==> config.mk <==
export PLATFORM = sky130hd
export DESIGN_NAME = approx_err_monitor
export DESIGN_NICKNAME = d
export VERILOG_FILES = /design/src/rtl/approx_eval_pkg.sv /design/src/rtl/exact_abs_err.sv /design/src/rtl/approx_err_monitor.sv
export SDC_FILE = /design/constraint.sdc
export NUM_CORES = 1
export LEC_CHECK = 0
export CAP_MARGIN = 15
export CORE_MARGIN = 2
export CORE_UTILIZATION = 50
export CTS_CLUSTER_SIZE = 28
export DETAILED_ROUTE_END_ITERATION = 8
export GPL_TIMING_DRIVEN = 0
export PLACE_DENSITY = 0.82
export SYNTH_ARGS = -nofsm -noshare
export SYNTH_HDL_FRONTEND = slang
export SYNTH_SLANG_ARGS = --single-unit
==> constraint.sdc <==
create_clock -name clk -period 4.8 [get_ports clk]
set_input_delay 0.96 -clock clk [delete_from_list [all_inputs] [get_ports clk]]
set_output_delay 0.96 -clock clk [all_outputs]
set_load 0.05 [all_outputs]
==> src/rtl/approx_eval_pkg.sv <==
// Shared types, width helpers and default parameters for the approximate-circuit
// exhaustive evaluators.
package approx_eval_pkg;

   localparam int DEF_N_IN  = 4;
   localparam int DEF_N_OUT = 4;
   localparam int DEF_ET    = 5;

   typedef enum logic [1:0] {
      IDLE,
      SWEEP,
      DRAIN,
      DONE
   } state_t;

   // One extra bit lets the count reach 2^nIn when every vector is wrong.
   function automatic int errCountWidth(input int nIn);
      return nIn + 1;
   endfunction

   function automatic int sumErrWidth(input int nIn, input int nOut);
      return nIn + nOut;
   endfunction

endpackage

==> src/rtl/exact_abs_err.sv <==
// Combinational exact product of the two stimulus operands, truncated to the
// netlist output width, and its absolute distance from the approximate output.
module exact_abs_err #(
   parameter int N_IN  = 4,
   parameter int N_OUT = 4
) (
   input  logic [N_IN-1:0]  i_stim,
   input  logic [N_OUT-1:0] i_approx,
   output logic [N_OUT-1:0] o_absErr
);

   localparam int A_W = N_IN / 2;
   localparam int PW  = 2 * A_W;

   logic [A_W-1:0]   w_a;
   logic [A_W-1:0]   w_b;
   logic [PW-1:0]    w_prod;
   logic [N_OUT-1:0] w_exact;

   assign w_a     = i_stim[A_W-1:0];
   assign w_b     = i_stim[N_IN-1:A_W];
   assign w_prod  = {{A_W{1'b0}}, w_a} * {{A_W{1'b0}}, w_b};
   // The cast truncates when N_OUT < PW and zero-extends otherwise.
   assign w_exact = N_OUT'(w_prod);

   always_comb begin
      o_absErr = '0;
      if (w_exact >= i_approx) begin
         o_absErr = w_exact - i_approx;
      end else begin
         o_absErr = i_approx - w_exact;
      end
   end

endmodule

==> src/rtl/approx_err_monitor.sv <==
// Exhaustive sweep of an approximate multiplier netlist: drives every input
// vector, measures the error of each result and reports max/count/sum and pass.
module approx_err_monitor
   import approx_eval_pkg::*;
#(
   parameter int N_IN  = DEF_N_IN,
   parameter int N_OUT = DEF_N_OUT,
   parameter int ET    = DEF_ET
) (
   input  logic                                  clk,
   input  logic                                  rst_n,
   input  logic                                  start,
   output logic [N_IN-1:0]                       stim_o,
   output logic                                  stim_valid_o,
   input  logic [N_OUT-1:0]                      approx_i,
   output logic                                  busy,
   output logic                                  done,
   output logic [N_OUT-1:0]                      max_err,
   output logic [errCountWidth(N_IN)-1:0]        err_count,
   output logic [sumErrWidth(N_IN, N_OUT)-1:0]   sum_err,
   output logic                                  pass
);

   localparam int          CW      = errCountWidth(N_IN);
   localparam int          SW      = sumErrWidth(N_IN, N_OUT);
   localparam logic [31:0] ET_U    = 32'(ET);
   localparam logic [N_IN-1:0] VEC_ONE = N_IN'(1);

   state_t            r_state;
   state_t            w_nextState;
   logic [N_IN-1:0]   r_vec;
   logic              r_stimValid;
   logic [N_OUT-1:0]  r_pipeErr;
   logic              r_pipeValid;
   logic [N_OUT-1:0]  r_maxErr;
   logic [CW-1:0]     r_errCount;
   logic [SW-1:0]     r_sumErr;
   logic              r_pass;
   logic [N_OUT-1:0]  w_absErr;
   logic [N_OUT-1:0]  w_maxNext;
   logic              w_startAccept;
   logic              w_lastVec;
   logic              w_passNext;

   assign w_startAccept = start && ((r_state == IDLE) || (r_state == DONE));
   assign w_lastVec     = (r_vec == '1);

   always_ff @(posedge clk) begin
      if (!rst_n) begin
         r_state <= IDLE;
      end else begin
         r_state <= w_nextState;
      end
   end

   always_comb begin
      w_nextState = r_state;
      case (r_state)
         IDLE:    if (start) w_nextState = SWEEP;
         SWEEP:   if (w_lastVec) w_nextState = DRAIN;
         DRAIN:   w_nextState = DONE;
         DONE:    if (start) w_nextState = SWEEP;
         default: w_nextState = IDLE;
      endcase
   end

   always_comb begin
      busy = 1'b0;
      done = 1'b0;
      case (r_state)
         SWEEP:   busy = 1'b1;
         DRAIN:   busy = 1'b1;
         DONE:    done = 1'b1;
         default: ;
      endcase
   end

   // The last vector stays on stim_o through DRAIN and DONE.
   always_ff @(posedge clk) begin
      if (!rst_n) begin
         r_vec       <= '0;
         r_stimValid <= 1'b0;
      end else if (w_startAccept) begin
         r_vec       <= '0;
         r_stimValid <= 1'b1;
      end else if (r_state == SWEEP) begin
         if (w_lastVec) begin
            r_stimValid <= 1'b0;
         end else begin
            r_vec <= r_vec + VEC_ONE;
         end
      end
   end

   assign stim_o       = r_vec;
   assign stim_valid_o = r_stimValid;

   exact_abs_err #(
      .N_IN  (N_IN),
      .N_OUT (N_OUT)
   ) u_exactAbsErr (
      .i_stim   (r_vec),
      .i_approx (approx_i),
      .o_absErr (w_absErr)
   );

   always_ff @(posedge clk) begin
      if (!rst_n) begin
         r_pipeErr   <= '0;
         r_pipeValid <= 1'b0;
      end else begin
         r_pipeErr   <= w_absErr;
         r_pipeValid <= r_stimValid;
      end
   end

   // pass must include the final pipe entry, which lands on the same edge.
   assign w_maxNext  = (r_pipeValid && (r_pipeErr > r_maxErr)) ? r_pipeErr : r_maxErr;
   assign w_passNext = (32'(w_maxNext) <= ET_U);

   always_ff @(posedge clk) begin
      if (!rst_n) begin
         r_maxErr   <= '0;
         r_errCount <= '0;
         r_sumErr   <= '0;
         r_pass     <= 1'b0;
      end else if (w_startAccept) begin
         r_maxErr   <= '0;
         r_errCount <= '0;
         r_sumErr   <= '0;
         r_pass     <= 1'b0;
      end else begin
         if (r_pipeValid) begin
            r_maxErr   <= w_maxNext;
            r_errCount <= r_errCount + CW'(r_pipeErr != '0);
            r_sumErr   <= r_sumErr + SW'(r_pipeErr);
         end
         if (r_state == DRAIN) begin
            r_pass <= w_passNext;
         end
      end
   end

   assign max_err   = r_maxErr;
   assign err_count = r_errCount;
   assign sum_err   = r_sumErr;
   assign pass      = r_pass;

endmodule

**Yosys cells after proc, flatten, opt, wreduce, memory -nomap -nowiden**

Index checks and enable logic that the tools add are counted.

- Bitwise gates (word level): 2
- Multiply operators: 1
- Magnitude comparators: 3
- Multiplexer cells: 10
- Equal/unequal tests: 6
- Reductions and logical operators: 13
- Add/subtract/negate cells: 5

Operator list:

| operator | count |
|---|---|
| $add 8x4->8 | 1 |
| $mux 4 | 2 |
| $sub 4x4->4 | 2 |
| $pmux 2 s3 | 1 |
| $reduce_and 2->1 | 3 |
| $reduce_or 2->1 | 3 |
| $add 5x1->5 | 1 |
| $mux 1 | 5 |
| $add 4x1->4 const B | 1 |
| $eq 2x2->1 const B | 2 |
| $eq 4x4->1 const B | 1 |
| $ge 4x4->1 | 1 |
| $gt 4x4->1 | 1 |
| $le 4x3->1 const B | 1 |
| $mul 2x2->4 | 1 |
| $mux 2 | 2 |
| $reduce_bool 2->1 | 2 |
| $reduce_bool 4->1 | 1 |
| $eq 2x1->1 const B | 1 |
| $logic_and 1x1->1 | 2 |
| $logic_not 2->1 | 1 |
| $ne 2x1->1 const B | 1 |
| $ne 2x2->1 const B | 1 |
| $not 1->1 | 2 |
| $logic_or 1x1->1 | 1 |

- Bits of input ports: 7
- Bits in registers: 30
- Output and inout port bits: 25

**Depth between registers and ports, before layout**

- Depth in word-level cells: 5
- Depth in mapped cells: 10

**Cells and area by module**

Synthesis repeated with hierarchy kept, for this count alone.

- Cell total of the unflattened synthesis: 210
- Area, all modules: 1885.6 µm²

By module, submodules not included:

| module | instances | cells each | seq. area each (µm²) | area each (µm²) |
|---|---|---|---|---|
| approx_err_monitor | 1 | 166 | 600.6 | 1537.7 |
| exact_abs_err | 1 | 44 | 0.0 | 347.8 |

**Worst setup path before layout**

No wires, ideal clock.

- Kind: flip-flop to flip-flop
- Start point: register r_vec[2], in the netlist stim_o[2]
- End point: register r_pipeErr[2]
- Stages on the path, launching flop included: 9
- Clock period less this slack: 2.431 ns
- Arrival: 2.317 ns
- Path slack: 2.369 ns
- Cell sequence: dfxtp_1 -> and2_1 -> ha_1 -> fa_1 -> a21o_1 -> a211o_1 -> o211ai_1 -> xor2_1 -> and2_1

- Cells in the longest elaborated chain, start to end: 3
- Elaborated cells on any way between the ends: 5
- Classes of those cells: 2 x add/sub; 1 x mul; 1 x order compare; 1 x mux

Ends and longest elaborated chain:

| item | line | source |
|---|---|---|
| start, declared | approx_err_monitor.sv:31 | `logic [N_IN-1:0] r_vec;` |
| start signal, assigned | approx_err_monitor.sv:90 | `r_vec <= r_vec + VEC_ONE;` |
| $mul 2x2->4 (*) | exact_abs_err.sv:22 | `assign w_prod = {{A_W{1'b0}}, w_a} * {{A_W{1'b0}}, w_b};` |
| $sub 4x4->4 (tied with other cells) | exact_abs_err.sv:31 | `o_absErr = i_approx - w_exact;` |
| $mux 4 (*) | exact_abs_err.sv:28 | `if (w_exact >= i_approx) begin` |
| end signal, assigned | approx_err_monitor.sv:112 | `r_pipeErr <= w_absErr;` |
| end, declared | approx_err_monitor.sv:33 | `logic [N_OUT-1:0] r_pipeErr;` |

Every way passes the cells marked *; elsewhere a longest branch is shown, timed or not.
A chain may end at the register's enable or synchronous reset.

**Worst setup path in the final report**

- Start point: register r_state[0]
- End point: output busy

- Cells in the longest elaborated chain, start to end: 3
- Elaborated cells on any way between the ends: 4
- Classes of those cells: 2 x eq/ne; 1 x mux; 1 x reduce/logical

Ends and longest elaborated chain:

| item | line | source |
|---|---|---|
| start, declared | approx_err_monitor.sv:29 | `state_t r_state;` |
| start signal, assigned | approx_err_monitor.sv:52 | `r_state <= w_nextState;` |
| $eq 2x1->1 or $eq 2x2->1 (tied branches) | approx_err_monitor.sv:70 | `case (r_state)` |
| $reduce_or 2->1 (no source line) (*) | - |  |
| $mux 1 (*) | approx_err_monitor.sv:70 |  |
| end, declared | approx_err_monitor.sv:16 | `output logic busy,` |

Marks and branches as above.

==> impl_metrics.yaml <==
die:
  core_um2: 3420
  rows: 21
  die_w_um: 64.5
  start_util_pct: 53.6
  pin_count: 32
  fp.dieArea_um2: 4160
  die_y_um: 64.5
grt:
  grt_pass1_wl_mm: 5.91
  grt_pass1_vias: 1404
  grt-ovfl-total: 0
  grt_max_degree: 11
  track_usage_pct: 18.2
  antenna_found_initial: 0
cells_and_area:
  fin_area_um2: 2240
  multi_input_area_um2: 1130
  nets: 273
  fillers: 277
  regArea_um2: 601
  diodes: 0
  synthToLayoutAreaGrowth_pct: 22.5
  drive_gt1_share_pct: 4.60
synthesis:
  syn_area_um2: 1830
  synth_edf_count: 0
  synth_cells: 201
  avgSynthCellArea_um2: 9.11
  synth_cell_type_count: 39
  ys_ff_latch: 30
  synthesis.nets: 235
  yosys_warnings: 0
  ys_top_cells_by_area: "dfxtp_1, ha_1, mux2i_1"
  yosysTopAreaCell: "dfxtp_1"
  ys_seq_area_share_pct: 32.8
  yosys-top-cells-count: "dfxtp_1, ha_1, inv_1, nor2_1, nand2_1"
  synth_top_cell_area_share_pct: 32.8
  synth.most_common_cell: "dfxtp_1"
  synthArstFlopShare_pct: 0
  synth_top_flop_cell: "dfxtp_1"
timing:
  tightest_slew_ns: 0.499
  worst_clock_skew_ns: 0.0110
  fmax_ghz: 0.338
  timing.hold.ws_ns: 0.508
  fin_setup_tns_ns: 0
  period_share_pct: 61.6
  setup_slack_ns: 1.84
  setup_violations: 0
  fin_crit_ns: 2.96
  final_max_slew_viol_count: 0
  rsz0062_at_grt: "no"
  hold_violations: 0
  slew_headroom_pct: 66.6
clocking:
  cts_setup_buffers: 0
  cts_tree: "done"
  cts_resized: 0
  cts_max_level: 2
  worst_skew_pair.late_latency_ns: 0.33
  cts_made_buffers: 5
  cts-hold-fix-buffers: 0
  root_buffer: "clkbuf_4"
  clk_pin_slew_worst_paths_ns: 0.09
  clockBufferDepth: 2
  cts.sinks: 30
critical_path:
  arrival_ns: 2.00
  worstSetupPathType: "reg2out"
  start_kind: "flip-flop"
  critPathRequiredTime_ns: 3.84
  crit_path_max_fanout: 4
  cp-end-kind: "primary output"
power_and_ir_drop:
  powerDensity_nw_per_um2: 323
  vdd_drop_max_uv: 193
  leakagePower_nw: 0.937
place:
  routabilityCongestion: 0.826
  dp_hpwl_mm: 2.66
  dpl_cell_area_um2: 2200
  port_buffers: 31
  dp_slack_ns: 1.77
detailed_routing:
  ant_nets: 0
  detail_route.first_pass.iterations: 4
  drc_errors: 0
  drt-total-wl_mm: 3.36
  wl_per_cell_um: 11.8
  drtIter0Drc: 72
  vias: 1450
  routed_via_density: 5.09
worst_hold_path:
  hp-class: "reg2reg"
status:
  outcome: "completed"
run:
  cap_violations: 0
==> registers in the layout (all words and copies together) (netlist names) <==
register      flops
stim_o            4
err_count         5
r_pipeErr         4
sum_err           8
max_err           4
r_state           2
pass              1
stim_valid_o      1
r_pipeValid       1
==> kinds of logic after synthesis <==
group / after synthesis / synth area share [%]
muxes: 12 / 6.56
and+or+nand+nor: 64 / 17.4
AOI/OAI and AO/OA: 30 / 12.6
buffers and inverters: 27 / 5.67
xor gates and xnor gates: 11 / 5.26
DFF: 30 / 32.8
adders and majority gates: 27 / 19.7
==> layout make-up <==
class	instances	area share (%)
inverter	22	3.68
timing repair buffer	31	13.8
buffer	5	0.948
tap	46	2.56
clock buffer	7	2.01
sequential	30	26.8
multi-input combinational	144	50.2
==> cell usage in the layout (no fill, tap or decap), types with 2 or more instances in the layout <==
cell	synthesis	layout
a211o_1	2	2
a21boi_0	3	3
a21oi_1	5	5
a32oi_1	2	2
and2_1	6	6
buf_1	2	2
clkbuf_1	1	3
clkbuf_4	0	5
clkdlybuf4s50_1	0	31
dfxtp_1	30	30
fa_1	3	3
ha_1	24	24
inv_1	22	22
mux2i_1	12	12
nand2_1	14	14
nand2b_1	3	3
nand3_1	3	3
nand4_1	6	6
nor2_1	22	22
nor2b_1	4	4
o211ai_1	2	2
o21ai_0	7	7
xnor2_1	2	2
xor2_1	9	9
==> final timing paths <==
check                           cells after the start          from            to  slack (ns)
worst max-delay path                                4    r_state[0]          busy        1.84
worst min-delay path                                2  stim_valid_o  stim_valid_o        0.51
worst max register to register                      9     stim_o[2]  r_pipeErr[2]        2.52
worst min register to register                      2  stim_valid_o  stim_valid_o        0.51
==> worst max-delay path: stages (launching register included) <==
cell and delay, ns:
dfxtp_1 0.40, inv_1 0.07, ha_1 0.31, inv_1 0.09, clkdlybuf4s50_1 0.80
==> per-layer routing <==
layer | GRT usage [%] | share of wire (%)
met1 | 20.5 | 45
met2 | 31.8 | 48
met3 | 5.73 | 4.6
met4 | 7.71 | 1.8
met5 | 0 | 0
==> power breakdown <==
group / total (mW) / switching (mW) / internal [mW]
registers: 0.299 / 0.0255 / 0.273
logic: 0.292 / 0.183 / 0.108
clock network: 0.134 / 0.0792 / 0.0551
total: 0.725 / 0.288 / 0.437
==> per-stage QoR <==
| stage | util (%) | power [mW] | cells |
|---|---|---|---|
| after floorplan | - | 0.515 | 201 |
| after global placement | 64.4 | 0.591 | 278 |
| after detailed placement | 64.4 | 0.598 | 278 |
| after CTS | 65.7 | 0.734 | 285 |
| after global routing | 65.7 | 0.776 | 285 |
| final | 65.7 | 0.725 | 285 |
No activity file was read; power rests on OpenSTA's default activity.
